<file path="src/rtl/div_sequencer_pkg.sv">
// Shared definitions for the divide sequencer: state encodings, the
// iteration count and the execute-stage ALU op codes for DIV/DIVU.
package div_sequencer_pkg;

  typedef enum logic [1:0] {
    DIV_IDLE   = 2'd0,
    DIV_BYZERO = 2'd1,
    DIV_ON     = 2'd2,
    DIV_END    = 2'd3
  } divState_e;

  localparam int DIV_CYCLES = 32;

  // MIPS funct codes execute decodes to raise start_i / signed_i
  localparam logic [5:0] ALUOP_DIV  = 6'b011010;
  localparam logic [5:0] ALUOP_DIVU = 6'b011011;

  function automatic logic isDivOp(input logic [5:0] aluOp);
    return (aluOp == ALUOP_DIV) || (aluOp == ALUOP_DIVU);
  endfunction

endpackage

</file>
<file path="src/rtl/div_sequencer_step.sv">
// One radix-2 restoring divide step: shift the next dividend bit into the
// partial remainder and subtract the divisor if it fits.
module div_step #(
  parameter int WIDTH = 32
) (
  input  logic [WIDTH-1:0] partRem_i,
  input  logic [WIDTH-1:0] divisor_i,
  input  logic             nextBit_i,
  output logic [WIDTH-1:0] newRem_o,
  output logic             quoBit_o
);

  logic [WIDTH-1:0] shiftedLow;

  // The bit shifted out of the remainder top means the trial value already
  // exceeds any WIDTH-bit divisor, so the subtraction always succeeds then.
  always_comb begin
    shiftedLow = {partRem_i[WIDTH-2:0], nextBit_i};
    quoBit_o   = partRem_i[WIDTH-1] | (shiftedLow >= divisor_i);
    newRem_o   = quoBit_o ? (shiftedLow - divisor_i) : shiftedLow;
  end

endmodule

</file>
<file path="src/rtl/div_sequencer.sv">
// Multi-cycle DIV/DIVU sequencer beside the execute ALU. Runs a restoring
// divide over WIDTH iterations, stalls the pipeline while busy and pulses
// ready_o for one cycle with quotient (LO) and remainder (HI).
// Optional early-out for |dividend| < |divisor|: define DIV_EARLY_OUT_EN.
module div_sequencer
  import div_sequencer_pkg::*;
#(
  parameter int WIDTH = DIV_CYCLES,
  parameter int CNT_W = 6
) (
  input  logic             clk,
  input  logic             rst,
  input  logic             start_i,
  input  logic             signed_i,
  input  logic [WIDTH-1:0] dividend_i,
  input  logic [WIDTH-1:0] divisor_i,
  input  logic             annul_i,
  output logic             stall_req_o,
  output logic             ready_o,
  output logic [WIDTH-1:0] quotient_o,
  output logic [WIDTH-1:0] remainder_o
);

  divState_e        state_q, state_d;
  logic [CNT_W-1:0] cnt_q, cnt_d;
  logic [WIDTH-1:0] rem_q, rem_d;
  logic [WIDTH-1:0] quo_q, quo_d;
  logic [WIDTH-1:0] dvsr_q, dvsr_d;
  logic [WIDTH-1:0] rawDvd_q, rawDvd_d;
  logic             negQuo_q, negQuo_d;
  logic             negRem_q, negRem_d;
  logic             earlyOut_q, earlyOut_d;
  logic             ready_q, ready_d;
  logic [WIDTH-1:0] quotient_q, quotient_d;
  logic [WIDTH-1:0] remainder_q, remainder_d;

  logic             dvdNeg, dvsNeg;
  logic [WIDTH-1:0] dvdAbs, dvsAbs;
  logic             earlyHit;
  logic [WIDTH-1:0] stepRem;
  logic             stepBit;
  logic [WIDTH-1:0] finalQuo;

  div_step #(.WIDTH(WIDTH)) u_step (
    .partRem_i (rem_q),
    .divisor_i (dvsr_q),
    .nextBit_i (quo_q[WIDTH-1]),
    .newRem_o  (stepRem),
    .quoBit_o  (stepBit)
  );

  // Operand magnitudes and sign flags, only meaningful for signed DIV
  always_comb begin
    dvdNeg   = signed_i & dividend_i[WIDTH-1];
    dvsNeg   = signed_i & divisor_i[WIDTH-1];
    dvdAbs   = dvdNeg ? -dividend_i : dividend_i;
    dvsAbs   = dvsNeg ? -divisor_i : divisor_i;
    finalQuo = {quo_q[WIDTH-2:0], stepBit};
  end

`ifdef DIV_EARLY_OUT_EN
  assign earlyHit = (dvdAbs < dvsAbs);
`else
  assign earlyHit = 1'b0;
`endif

  // Next-state and datapath updates; results are loaded on the way into END
  // so the registered outputs are already valid in the ready cycle
  always_comb begin
    state_d     = state_q;
    cnt_d       = cnt_q;
    rem_d       = rem_q;
    quo_d       = quo_q;
    dvsr_d      = dvsr_q;
    rawDvd_d    = rawDvd_q;
    negQuo_d    = negQuo_q;
    negRem_d    = negRem_q;
    earlyOut_d  = earlyOut_q;
    ready_d     = 1'b0;
    quotient_d  = quotient_q;
    remainder_d = remainder_q;
    case (state_q)
      DIV_IDLE: begin
        if (start_i && !annul_i) begin
          rawDvd_d = dividend_i;
          if (divisor_i == '0) begin
            earlyOut_d = 1'b0;
            state_d    = DIV_BYZERO;
          end else if (earlyHit) begin
            // early-out shares the one-cycle hold state to keep its latency
            earlyOut_d = 1'b1;
            state_d    = DIV_BYZERO;
          end else begin
            rem_d    = '0;
            quo_d    = dvdAbs;
            dvsr_d   = dvsAbs;
            negQuo_d = dvdNeg ^ dvsNeg;
            negRem_d = dvdNeg;
            cnt_d    = '0;
            state_d  = DIV_ON;
          end
        end
      end
      DIV_BYZERO: begin
        if (annul_i) begin
          state_d = DIV_IDLE;
        end else begin
          state_d     = DIV_END;
          ready_d     = 1'b1;
          quotient_d  = earlyOut_q ? '0 : '1;
          remainder_d = rawDvd_q;
        end
      end
      DIV_ON: begin
        if (annul_i) begin
          state_d = DIV_IDLE;
        end else begin
          rem_d = stepRem;
          quo_d = finalQuo;
          cnt_d = cnt_q + CNT_W'(1);
          if (cnt_q == CNT_W'(WIDTH - 1)) begin
            state_d     = DIV_END;
            ready_d     = 1'b1;
            quotient_d  = negQuo_q ? -finalQuo : finalQuo;
            remainder_d = negRem_q ? -stepRem : stepRem;
          end
        end
      end
      DIV_END: begin
        state_d = DIV_IDLE;
      end
      default: begin
        state_d = DIV_IDLE;
      end
    endcase
  end

  // State and datapath registers with asynchronous reset
  always_ff @(posedge clk or posedge rst) begin
    if (rst) begin
      state_q     <= DIV_IDLE;
      cnt_q       <= '0;
      rem_q       <= '0;
      quo_q       <= '0;
      dvsr_q      <= '0;
      rawDvd_q    <= '0;
      negQuo_q    <= 1'b0;
      negRem_q    <= 1'b0;
      earlyOut_q  <= 1'b0;
      ready_q     <= 1'b0;
      quotient_q  <= '0;
      remainder_q <= '0;
    end else begin
      state_q     <= state_d;
      cnt_q       <= cnt_d;
      rem_q       <= rem_d;
      quo_q       <= quo_d;
      dvsr_q      <= dvsr_d;
      rawDvd_q    <= rawDvd_d;
      negQuo_q    <= negQuo_d;
      negRem_q    <= negRem_d;
      earlyOut_q  <= earlyOut_d;
      ready_q     <= ready_d;
      quotient_q  <= quotient_d;
      remainder_q <= remainder_d;
    end
  end

  assign stall_req_o = start_i & ~ready_q & ~annul_i;
  assign ready_o     = ready_q;
  assign quotient_o  = quotient_q;
  assign remainder_o = remainder_q;

endmodule

</file>
<file path="config.mk">
export PLATFORM = sky130hd
export DESIGN_NAME = div_sequencer
export DESIGN_NICKNAME = d
export VERILOG_FILES = /design/src/rtl/div_sequencer_pkg.sv /design/src/rtl/div_sequencer_step.sv /design/src/rtl/div_sequencer.sv
export SDC_FILE = /design/constraint.sdc
export NUM_CORES = 1
export LEC_CHECK = 0
export ABC_AREA = 0
export BUFFER_PORTS_ARGS = -buffer_cell sky130_fd_sc_hd__buf_2
export CORE_MARGIN = 2
export CORE_UTILIZATION = 33
export DETAILED_ROUTE_END_ITERATION = 12
export PLACE_DENSITY = 0.56
export SLEW_MARGIN = 40
export SYNTH_ARGS = -nofsm -noshare
export SYNTH_HDL_FRONTEND = slang
export SYNTH_SLANG_ARGS = --single-unit
</file>
<file path="constraint.sdc">
create_clock -name clk -period 8.86 [get_ports clk]
set_input_delay 0 -clock clk [delete_from_list [all_inputs] [get_ports clk]]
set_output_delay 0 -clock clk [all_outputs]
set_load 0.01 [all_outputs]
</file>
==> metrics.cfg <==
[outcome]
status = finished clean

[worst_hold_path]
min_path_type = in2async

[timing]
max_freq_mhz = 167
timing.slew.headroom = 0.428
rsz0062_at_grt = no
setup_viol = 0
drv_slew = 0
worst_pin_slew_ns = 0.845
skew_ns = 0.0202
timing.final.ws_setup_ns = 2.88
holdWs_ns = 0.0772
fin_crit_sh = 0.675
min_period_ns = 5.98
tns_ns = 0
hold_viol_final = 0

[critical_path]
r2r_setup_slack_ns = 2.88
crit_required_ns = 9.26
arrival_ns = 6.38
start_kind = flop
r2r_end = quotient_o[28]
r2r.worst_path.cells = 18
endpoint_kind = flop
r2r_start = rem_q[10]
critPathKind = reg2reg
cp_max_fo = 49

[die]
fp.dieW_um = 208
die_area_um2 = 43300
placeableCoreArea_um2 = 40900
die_h_um = 208
start_util = 0.336
rows = 74
ios = 135

[placement]
place_congestion = 0.880
post-dp-hpwl_um = 29500
io_buffers = 134
placed_area_um2 = 14700
place_ws_ns = 2.94

[cts]
cts_made_buffers = 25
cts_tree = built
clock_sinks = 203
postCtsSetupRepairBufs = 0
clockBufferDepth = 3
cts_root_buf = clkbuf_16
cts-resized-gates = 0
clk_latency_ns = 0.55
htree_levels = 1
clkTransAtPathRegs_ns = 0.06
ctsHoldBuffers = 80

[yosys]
netlist_instances = 1635
synth-async-reset-ratio = 1.00
synth_edf_count = 0
yosys_warnings = 0
ys_ff_latch = 203
syn-num-nets = 1746
synth_area_um2 = 13700
avgSynthCellArea_um2 = 8.40
seq_area_frac_synth = 0.370
synth_ff_type = dfrtp_1
ys_types = 87

[global_routing]
grt.total_usage = 0.182
antenna_found_initial = 0
grt-ovfl-total = 0
grt_pass1_vias = 11700
grt_pass1_wl_um = 64900
grt_max_degree = 80

[final_layout]
area_growth_pct = 19.9
nNetsFinal = 1906
final_common_cell = a21oi_1
drive_gt1_frac = 0.143
layout_common_cells = a21oi_1 (205), dfrtp_1 (202), nand2_1 (197)
final-seq-area_um2 = 5080
final_util = 0.402
multi_input_area_um2 = 8020
final_cell_area_um2 = 16500
fill_cells = 4156

[power_and_ir_drop]
p_per_area_nw_per_um2 = 408
leakagePower_uw = 0.00717
vdd.ir_drop.worst_v = 0.000219

[route]
viasPerCell = 5.25
firstDrtPassIters = 4
initialDrtViolationCount = 844
ant_nets = 0
avgRoutedWirePerCell_um = 17.1
routed_wl_um = 40100
num_vias = 12300
route.detailed.drc = 0

[flow_run]
drv_cap = 0

Yosys cell counts, types with 28 or more instances:
cell,number,area [um^2]
a21o_1,29,218
a21oi_1,207,1040
clkbuf_1,47,176
dfrtp_1,203,5080
ha_1,41,513
inv_1,55,206
mux2_2,32,360
nand2_1,197,739
nor2_1,145,544
nor3_1,28,140
o21ai_0,90,450
o21ai_1,41,205
o31ai_1,48,360
xnor2_1,64,561
xor2_1,68,596
per-layer routing:
layer  vias to the layer above  global-route usage  part of all wire
met3                        46              0.0234             0.045
met1                      5794               0.262              0.48
li1                       6172                   -                 -
met2                       293               0.289              0.45
met5                         -                   0                 0
met4                         0              0.0450             0.019
area by class of cell:
type,count,share of cell area
Multi-Input combinational cell,1283,0.487
Sequential cell,203,0.308
Timing Repair Buffer,226,0.0953
Clock buffer,34,0.0431
Tap cell,532,0.0404
Inverter,56,0.0134
Clock inverter,10,0.0125
Antenna cell,1,0.000152
registers in the layout (all words and copies together) (netlist names):
| register | count |
|---|---|
| cnt_q | 6 |
| dvsr_q | 32 |
| negQuo_q | 1 |
| negRem_q | 1 |
| quo_q | 32 |
| quotient_o | 32 |
| rawDvd_q | 32 |
| ready_o | 1 |
| rem_q | 32 |
| remainder_o | 32 |
| state_q | 2 |
critical path: stages (launching register included):
cell,delay (ns)
dfrtp_1,0.45
ha_1,0.47
a21oi_1,0.23
o21ai_0,0.19
a311oi_2,0.46
o22ai_2,0.18
or2_2,0.49
inv_4,0.47
ha_1,0.28
nand2_1,0.07
or3_1,0.34
or4_1,0.48
nand2b_1,0.21
nand2b_1,0.21
or4_1,0.53
nand2b_1,0.20
o31ai_1,0.26
xor2_1,0.19
a21oi_1,0.08
per-stage QoR:
stage / total power (uW) / instances
finish: 6720 / 2345
global route: 7290 / 2344
CTS: 6750 / 2344
detailed placement: 5530 / 2220
global placement: 5490 / 2220
floorplan: 4590 / 1635
power by group:
group / internal, uW / leakage (uW) / switching, uW
clock network: 731 / 0.000446 / 416
registers: 1340 / 0.00244 / 368
logic: 1470 / 0.00428 / 2380
kinds of logic (layout without fill, tap and decap cells):
group                    count (synthesis)  after routing  share of synthesized area
AND/OR/NAND/NOR                        543            543                      0.189
AO/OA/AOI/OAI                          520            520                      0.231
flip-flops                             203            203                      0.370
buffers and inverters                  149            326                     0.0513
XOR/XNOR                               132            132                     0.0841
multiplexers                            46             46                     0.0367
adder cells (fa/ha/maj)                 42             42                     0.0388
other                                    0              1                          0
worst max path at each step:
stage,from,slack (ns),depth (start not counted),end
3_5_place_dp,rem_q[10],2.94,18,quotient_o[28]
6_report,rem_q[10],2.88,18,quotient_o[28]
5_1_grt,rem_q[10],2.46,18,quotient_o[28]
3_3_place_gp,rem_q[22],3.05,18,quotient_o[28]
2_1_floorplan,rst,3.32,1,cnt_q[0]
4_1_cts,rem_q[10],2.93,18,quotient_o[28]
(Power assumes the default switching activity.)
